`src/rtl/trap_pkg.sv`:
```
// trap_pkg: shared state type and CSR/cause constants for the trap sequencer.
package trap_pkg;

    typedef enum logic [1:0] {
        S_IDLE     = 2'd0,
        S_ENTRY    = 2'd1,
        S_EXIT     = 2'd2,
        S_REDIRECT = 2'd3
    } state_e;

    localparam logic [3:0] IRQ_CODE_SW    = 4'd3;
    localparam logic [3:0] IRQ_CODE_TIMER = 4'd7;
    localparam logic [3:0] IRQ_CODE_EXT   = 4'd11;

    localparam int MSTATUS_MIE = 3;
    localparam int MIE_MSIE    = 3;
    localparam int MIE_MTIE    = 7;
    localparam int MIE_MEIE    = 11;
    localparam int MIP_MSIP    = 3;
    localparam int MIP_MTIP    = 7;
    localparam int MIP_MEIP    = 11;

    localparam logic [3:0] EXC_INST_MISALIGN  = 4'd0;
    localparam logic [3:0] EXC_INST_FAULT     = 4'd1;
    localparam logic [3:0] EXC_ILLEGAL_INST   = 4'd2;
    localparam logic [3:0] EXC_BREAKPOINT     = 4'd3;
    localparam logic [3:0] EXC_LOAD_MISALIGN  = 4'd4;
    localparam logic [3:0] EXC_LOAD_FAULT     = 4'd5;
    localparam logic [3:0] EXC_STORE_MISALIGN = 4'd6;
    localparam logic [3:0] EXC_STORE_FAULT    = 4'd7;
    localparam logic [3:0] EXC_ECALL_U        = 4'd8;
    localparam logic [3:0] EXC_ECALL_S        = 4'd9;
    localparam logic [3:0] EXC_RESERVED_10    = 4'd10;
    localparam logic [3:0] EXC_ECALL_M        = 4'd11;

endpackage

```
`src/rtl/trap_prio_enc.sv`:
```
// trap_prio_enc: fixed-priority machine interrupt selector (Ext > Sw > Timer).
//   pend_i  : pending bits {ext, sw, timer}
//   en_i    : enable bits  {ext, sw, timer}
//   gate_i  : global gate (MIE and instruction boundary)
//   valid_o : some interrupt is eligible
//   code_o  : cause code of the winning interrupt
module trap_prio_enc
    import trap_pkg::*;
(
    input  logic [2:0] pend_i,
    input  logic [2:0] en_i,
    input  logic       gate_i,
    output logic       valid_o,
    output logic [3:0] code_o
);
    logic [2:0] elig;

    always_comb begin
        elig    = pend_i & en_i & {3{gate_i}};
        valid_o = |elig;
        code_o  = elig[2] ? IRQ_CODE_EXT :
                  elig[1] ? IRQ_CODE_SW :
                  elig[0] ? IRQ_CODE_TIMER : 4'd0;
    end
endmodule

```
`src/rtl/trap_ctrl.sv`:
```
// trap_ctrl: machine-mode trap sequencer feeding the CSR file and fetch redirect.
//   Inputs : Clk, Rst_n (async, active-low), CsrStatus/CsrIe/CsrTvec/CsrEpc CSR images,
//            IrqSw/IrqTimer/IrqExt level interrupts, InstBoundary, NextPC,
//            ExcValid/ExcCode/ExcPC/ExcTval exception request, MretValid, RedirectAck.
//   Outputs: IntEntry/IntExit strobes, IntCause/IntPC/IntMtval, CsrPending (mip),
//            RedirectValid/RedirectPC handshake, Busy.
//   Build option: define TRAP_VECTORED_EN to honour vectored mtvec mode for interrupts.
module trap_ctrl
    import trap_pkg::*;
#(
    parameter logic [31:0] RESET_PC = 32'h0000_0000
) (
    input  logic        Clk,
    input  logic        Rst_n,
    input  logic [31:0] CsrStatus,
    input  logic [31:0] CsrIe,
    input  logic [31:0] CsrTvec,
    input  logic [31:0] CsrEpc,
    input  logic        IrqSw,
    input  logic        IrqTimer,
    input  logic        IrqExt,
    input  logic        InstBoundary,
    input  logic [31:0] NextPC,
    input  logic        ExcValid,
    input  logic [3:0]  ExcCode,
    input  logic [31:0] ExcPC,
    input  logic [31:0] ExcTval,
    input  logic        MretValid,
    input  logic        RedirectAck,
    output logic        IntEntry,
    output logic        IntExit,
    output logic [31:0] IntCause,
    output logic [31:0] IntPC,
    output logic [31:0] IntMtval,
    output logic [31:0] CsrPending,
    output logic        RedirectValid,
    output logic [31:0] RedirectPC,
    output logic        Busy
);
    state_e      state_q, state_d;
    logic [31:0] cause_q, cause_d, pc_q, pc_d, tval_q, tval_d, rpc_q, rpc_d;
    logic [2:0]  pend_q;
    logic        entry_q, exit_q, rvalid_q, busy_q;
    logic        irq_v;
    logic [3:0]  irq_code;
    logic [31:0] base, irq_tgt;
    logic        unused_ok;

    trap_prio_enc u_prio (
        .pend_i  (pend_q),
        .en_i    ({CsrIe[MIE_MEIE], CsrIe[MIE_MSIE], CsrIe[MIE_MTIE]}),
        .gate_i  (CsrStatus[MSTATUS_MIE] & InstBoundary),
        .valid_o (irq_v),
        .code_o  (irq_code)
    );

    assign base = {CsrTvec[31:2], 2'b00};
`ifdef TRAP_VECTORED_EN
    assign irq_tgt = (CsrTvec[1:0] == 2'b01) ? base + {26'b0, irq_code, 2'b00} : base;
`else
    assign irq_tgt = base;
`endif
    // CSR images are only partially decoded here.
    assign unused_ok = ^{CsrStatus, CsrIe, CsrTvec[1:0], CsrEpc[1:0]};

    always_comb begin
        state_d = state_q;
        cause_d = cause_q;
        pc_d    = pc_q;
        tval_d  = tval_q;
        rpc_d   = rpc_q;
        case (state_q)
            S_IDLE: begin
                if (ExcValid) begin
                    state_d = S_ENTRY;
                    cause_d = {28'b0, ExcCode};
                    pc_d    = ExcPC;
                    tval_d  = ExcTval;
                    rpc_d   = base;
                end else if (MretValid) begin
                    state_d = S_EXIT;
                    rpc_d   = {CsrEpc[31:2], 2'b00};
                end else if (irq_v) begin
                    state_d = S_ENTRY;
                    cause_d = {1'b1, 27'b0, irq_code};
                    pc_d    = NextPC;
                    tval_d  = '0;
                    rpc_d   = irq_tgt;
                end
            end
            S_ENTRY, S_EXIT: state_d = S_REDIRECT;
            default: begin
                if (RedirectAck) begin
                    state_d = S_IDLE;
                    rpc_d   = RESET_PC;
                end
            end
        endcase
    end

    always_ff @(posedge Clk or negedge Rst_n) begin
        if (!Rst_n) begin
            state_q  <= S_IDLE;
            cause_q  <= '0;
            pc_q     <= '0;
            tval_q   <= '0;
            rpc_q    <= RESET_PC;
            pend_q   <= '0;
            entry_q  <= 1'b0;
            exit_q   <= 1'b0;
            rvalid_q <= 1'b0;
            busy_q   <= 1'b0;
        end else begin
            state_q  <= state_d;
            cause_q  <= cause_d;
            pc_q     <= pc_d;
            tval_q   <= tval_d;
            rpc_q    <= rpc_d;
            pend_q   <= {IrqExt, IrqSw, IrqTimer};
            entry_q  <= state_d == S_ENTRY;
            exit_q   <= state_d == S_EXIT;
            rvalid_q <= state_d == S_REDIRECT;
            busy_q   <= state_d != S_IDLE;
        end
    end

    always_comb begin
        CsrPending           = '0;
        CsrPending[MIP_MEIP] = pend_q[2];
        CsrPending[MIP_MSIP] = pend_q[1];
        CsrPending[MIP_MTIP] = pend_q[0];
    end

    assign IntEntry      = entry_q;
    assign IntExit       = exit_q;
    assign IntCause      = cause_q;
    assign IntPC         = pc_q;
    assign IntMtval      = tval_q;
    assign RedirectValid = rvalid_q;
    assign RedirectPC    = rpc_q;
    assign Busy          = busy_q;
endmodule

```
`config.mk`:
```
export PLATFORM = sky130hd
export DESIGN_NAME = trap_ctrl
export DESIGN_NICKNAME = d
export VERILOG_FILES = /design/src/rtl/trap_pkg.sv /design/src/rtl/trap_prio_enc.sv /design/src/rtl/trap_ctrl.sv
export SDC_FILE = /design/constraint.sdc
export NUM_CORES = 1
export LEC_CHECK = 0
export ABC_AREA = 1
export CAP_MARGIN = 20
export CORE_AREA = 2 2 156 158
export DETAILED_ROUTE_END_ITERATION = 10
export DIE_AREA = 0 0 158 160
export SYNTH_ARGS = -nofsm -noshare
export SYNTH_HDL_FRONTEND = slang
export SYNTH_HIERARCHICAL = 1
export SYNTH_SLANG_ARGS = --single-unit
```
`constraint.sdc`:
```
create_clock -name Clk -period 2 [get_ports Clk]
set_clock_uncertainty 0.15 [all_clocks]
set_input_delay 0.5 -clock Clk [delete_from_list [all_inputs] [get_ports Clk]]
set_output_delay 0.5 -clock Clk [all_outputs]
set_load 0.05 [all_outputs]
```
Word-level counts from Yosys, hierarchy flattened. Cells that the tools add are included.

Add/sub/neg operators: 0. Mux-type cells: 22. Divide/modulo/power cells: 0. Shifts and indexed selects: 0. Eq/ne operators: 7. Bitwise logic cells: 4. $lt $le $gt $ge: 0. Reductions and logical operators: 8. $mul: 0.

Operators with widths (number): two-way mux 32 bit (13); case mux 32 bit (2 select lines) (1); two-way mux 2 bit (4); two-way mux 4 bit (2); bitwise AND 3 bit (2); == test 2 bit (second input constant) (3); AND reduction 3 bit (2); nonzero test 2 bit (3); == test 2 x 1 -> 1 bit (second input constant) (2); != test 4 bit (second input constant) (1); case mux 2 bit (2 select lines) (1); two-way mux 3 bit (1); OR reduction 3 bit (1); zero test 2 bit (1); != test 2 bit (second input constant) (1); OR reduction 2 bit (1); bitwise AND 1 bit (1); NOT 1 bit (1).

Bits in writable memories: 0. Memories kept: 0. Output and inout port bits: 164. Bits in latches: 0. ROM bits: 0. Register bits after elaboration: 137. Word-level logic and storage cells: 51.

Longest topological paths before layout.
Depth after elaboration: 8. Mapped depth: 13. Gate-level depth less buffers: 13.

Modules after synthesis. Netlist, hierarchy kept.

Modules (own cells, without submodules): trap_ctrl (seq. area each 2702.6 um^2, area each 5315.1 um^2, times used 1, cells each 605); trap_prio_enc (seq. area each 0.0 um^2, area each 46.3 um^2, times used 1, cells each 9).

Worst setup path after synthesis. OpenSTA, ideal clock, no wires.

Kind: reg2reg. From: register pend_q[2]. To: register pc_q[31] (netlist: IntPC[31]). Slack: 121 ps. Arrival time: 1597 ps. Period minus slack after synthesis: 1879 ps. Stages on the path, launching flop included: 10. Required time: 1718 ps. Cell sequence: dfrtp_1 > nand3_1 > nand3_1 > inv_1 > nand2_1 > nand3_2 > buf_6 > buf_2 > nand2_1 > o31ai_1.

Cells in the longest elaborated chain, start to end: 5.

Ends and longest elaborated chain: start: declaration (RTL line trap_ctrl.sv:42) `logic [2:0] pend_q;`; start signal: assignment (RTL line trap_ctrl.sv:119) `pend_q <= {IrqExt, IrqSw, IrqTimer};`; bitwise AND 3 bit (2 in series) (RTL line trap_prio_enc.sv:19) `elig = pend_i & en_i & {3{gate_i}};`; OR reduction 3 bit (RTL line trap_prio_enc.sv:20) `valid_o = |elig;`; named net irq_v (RTL line trap_ctrl.sv:44) `logic irq_v;`; nonzero test 2 bit (no source line); AND reduction 3 bit (no source line); end signal: assignment (RTL line trap_ctrl.sv:116) `pc_q <= pc_d;`; end: declaration (RTL line trap_ctrl.sv:41) `logic [31:0] cause_q, cause_d, pc_q, pc_d, tval_q, tval_d, rpc_q, rpc_d;`.

The timed path passes the listed nets, and every way through them passes these cells. A chain may end at the register's enable or synchronous reset.

Worst setup path after layout.
From: input port CsrStatus[3]. To: register cause_q[0] (netlist: IntCause[0]).

Elaborated cells on any way between the ends: 11. Those cells by class: mux (6); bitwise (2); reduce/logical (3).

RTL lines: start: declaration (RTL line trap_ctrl.sv:15) `input logic [31:0] CsrStatus,`; bitwise AND 1 bit (RTL line trap_ctrl.sv:52) `.gate_i (CsrStatus[MSTATUS_MIE] & InstBoundary),`; bitwise AND 3 bit (RTL line trap_prio_enc.sv:19); OR reduction 3 bit (RTL line trap_prio_enc.sv:20); named net irq_v (RTL line trap_ctrl.sv:44); nonzero test 2 bit (no source line); AND reduction 3 bit (no source line); end signal: assignment (RTL line trap_ctrl.sv:115) `cause_q <= cause_d;`; end: declaration (RTL line trap_ctrl.sv:41).

The timed path passes the listed nets, and every way through them passes these cells. The select of a mux whose other input is x is not followed.

==> summary.txt <==
Outcome
  • Status: complete, but fails checks
  • Violated checks: negative setup slack

Timing
  • Tmin final: 2.01 ns
  • Final Cycle Share: 101%
  • RSZ-0062 raised after global routing: true
  • Max Fclk: 497 MHz
  • # setup viols final: 2
  • Final Hold Vio Count: 0
  • Setup ws final: -0.0139 ns
  • Setup TNS: -0.0200 ns
  • Max-slew violations: 0

Placement
  • PortBufs: 278
  • GP Congestion: 0.771
  • Post-DP HPWL: 12.6 mm

Synthesis
  • Post-synthesis mux area share: 0%
  • Post-synthesis compound-gate area fraction: 14.8%
  • Synthesized netlist cell count: 614
  • Simple-Gate Fraction of Synth Area: 21.1%
  • Avg Cell Area, Syn: 8.73 µm²
  • Number of synthesized register bits: 108
  • Cell variety after synth: 23
  • Synth Area in Adders: 0.467%
  • YS warnings: 6
  • Synthesized area: 0.00536 mm²
  • Main combinational cell family by area after synthesis: simple AND/OR/NAND/NOR gates
  • Sequential cell area fraction in the yosys report: 50.4%
  • Post-Synth XOR/XNOR Area: 0%

Clock tree
  • CTS clk-pin slew, worst paths: 0.08 ns
  • Clk buf depth: 2
  • TritonCTS clock tree: yes
  • CTS Sinks: 108
  • H-tree levels: 3
  • Num CTS Buffers: 9
  • Root Buffer: clkbuf_16
  • Worst skew pair latency: 0.35 ns

Critical path
  • Crit path arrival time: 2.12 ns
  • Worst r2r src: state_q[0]
  • FF-to-FF End: RedirectValid
  • CP endpoint kind: flip-flop
  • Worst setup endpoint: IntCause[0]
  • Critical Path Start Type: primary input
  • Reg2reg setup slack: 0.25 ns
  • Critical Path RT: 2.11 ns
  • Number of cells on the worst reg-to-reg path: 9
  • CP Class: in -> reg
  • CP Max Fanout: 19
  • Critical path startpoint: CsrStatus[3]

Global route
  • Gr ovfl total: 0
  • Global-route wire length before repair: 25.3 mm
  • Initial antenna violation count: 2
  • Number of global-route vias before repair: 4698
  • Largest net degree at the start of global routing: 60
  • Total track usage: 12.9%

Detailed routing
  • Vias per cell: 4.12
  • DR vias: 5026
  • DR pass1 iterations: 4
  • Detail Route Antenna Nets: 0
  • Post-Route WL: 18.4 mm
  • Drt wl/cell: 15.1 µm
  • Drc violations: 0
  • Starting DRT DRC Count: 218

Power and ir drop
  • Leakage power: 4.25 nW
  • PwrDens: 1510 mW/mm²
  • Tot Pwr: 13.4 mW
  • VDD IR max: 0.637 mV

Run
  • Max-cap violation count: 0

Cells and area
  • Synth-to-layout area growth: 65.4%
  • Layout Nets: 1129
  • Fin util: 37.2%
  • Share of cells above drive strength 1: 22.9%

Floorplan
  • Die Height: 160 µm
  • Ports: 401
  • Placeable Area: 0.0238 mm²
  • Die width: 158 µm
  • Starting Density: 22.5%
  • Die Area: 0.0253 mm²
  • # rows: 57

Min path
  • WHS Path Cells: 2
  • Worst min path class: reg -> reg
==> stage by stage <==
step,area [µm²],worst slack [ns],hold slack [ns],std cells
3_5_place_dp,8170,-0.432,0.258,1193
2_1_floorplan,5580,0.121,0.0544,671
3_3_place_gp,8170,-0.420,0.261,1193
5_1_grt,8860,-0.0520,0.356,1219
6_report,8870,-0.0139,0.340,1220
4_1_cts,8490,0.00245,0.344,1210
==> cell usage in the layout, fill, tap and decap left out, types with 3 or more instances in the layout <==
| master | instances |
|---|---|
| a21oi_1 | 3 |
| a22o_1 | 32 |
| buf_12 | 13 |
| buf_4 | 116 |
| clkbuf_16 | 15 |
| clkdlybuf4s50_1 | 170 |
| conb_1 | 58 |
| dfrtp_1 | 108 |
| inv_1 | 10 |
| nand2_1 | 163 |
| nand2_2 | 6 |
| nand3_1 | 33 |
| nand3_4 | 5 |
| nor2_1 | 75 |
| o21ai_0 | 28 |
| o31ai_1 | 3 |
| o31ai_2 | 31 |
==> final cells by class <==
type | count | area (µm²)
Antenna cell | 1 | 2.50
Clock buffer | 9 | 225
Clock inverter | 7 | 77.6
Fill cell | 2501 | 15000
Inverter | 14 | 57.6
Multi-Input combinational cell | 448 | 2380
Sequential cell | 108 | 2700
Tap cell | 324 | 405
Timing Repair Buffer | 309 | 3020
==> cells by family (layout without fill, tap and decap cells) <==
logic type	Yosys count	count (layout)
and+or+nand+nor	286	286
buffers and inverters	115	339
DFF	108	108
AOI/OAI and AO/OA	102	102
adders and majority gates	2	2
other	1	59
==> cells in the mapped netlist <==
master | count | area [µm²]
dfrtp_1 | 108 | 2700
clkbuf_1 | 13 | 48.8
o31ai_2 | 13 | 163
buf_6 | 1 | 11.3
buf_2 | 25 | 125
nor2_1 | 75 | 282
inv_2 | 2 | 7.51
ha_1 | 2 | 25.0
o21ai_1 | 1 | 5.00
buf_4 | 62 | 465
o21ai_0 | 29 | 145
nor3_1 | 2 | 10.0
nand4_1 | 1 | 6.26
inv_1 | 12 | 45.0
nand2_1 | 169 | 634
a22o_1 | 32 | 280
o211ai_2 | 1 | 12.5
nand2_2 | 1 | 6.26
o31ai_1 | 23 | 173
conb_1 | 1 | 3.75
nand3_1 | 37 | 185
nand3_2 | 1 | 10.0
a21oi_1 | 3 | 15.0
==> how the worst min path moves through the flow <==
stage,startpoint,to
2_1_floorplan,Rst_n,Busy
3_3_place_gp,Rst_n,IntPC[21]
3_5_place_dp,Rst_n,IntPC[2]
4_1_cts,IntPC[31],IntPC[31]
5_1_grt,IntPC[31],IntPC[31]
6_report,RedirectPC[30],RedirectPC[30]
==> report_power, final <==
group          total [mW]  internal (mW)  switching (mW)
Sequential           3.54           3.06           0.487
Combinational        7.97           2.69            5.28
Clock                1.85          0.895           0.953
Total                13.4           6.64            6.72
==> sequential cells by signal, summed over array words and instances (netlist names) <==
register       cells
IntCause           5
RedirectValid      1
IntPC             32
IntMtval          32
RedirectPC        30
IntEntry           1
state_q            2
pend_q             3
Busy               1
IntExit            1
==> worst max-delay path, stage by stage <==
cell and delay [ns]:
clkdlybuf4s50_1 0.47, nand2_2 0.08, inv_4 0.10, nand3_4 0.09, nand3_4 0.11, inv_4 0.05, nand2_2 0.08, nand3_4 0.09
buf_12 0.17, clkbuf_16 0.19, o31ai_2 0.19
==> per-layer routing <==
metal | global-route usage (%) | wire, µm | up-vias
li1 | - | - | 2455
met1 | 15.3 | 7680 | 2348
met2 | 22.1 | 8930 | 209
met3 | 4.56 | 1580 | 14
met4 | 3.48 | 232 | 0
met5 | 0 | 0 | -
==> repair_timing <==
action                     4_1_cts  5_1_grt
buffers inserted                 0        2
setup endpoints to repair       83      102
hold buffers                     1        0
resized for setup                3       40
gates cloned                     0        7
pin swaps                        0        1
hold endpoints to repair        17        0
Power figures use the tool's default switching activity.
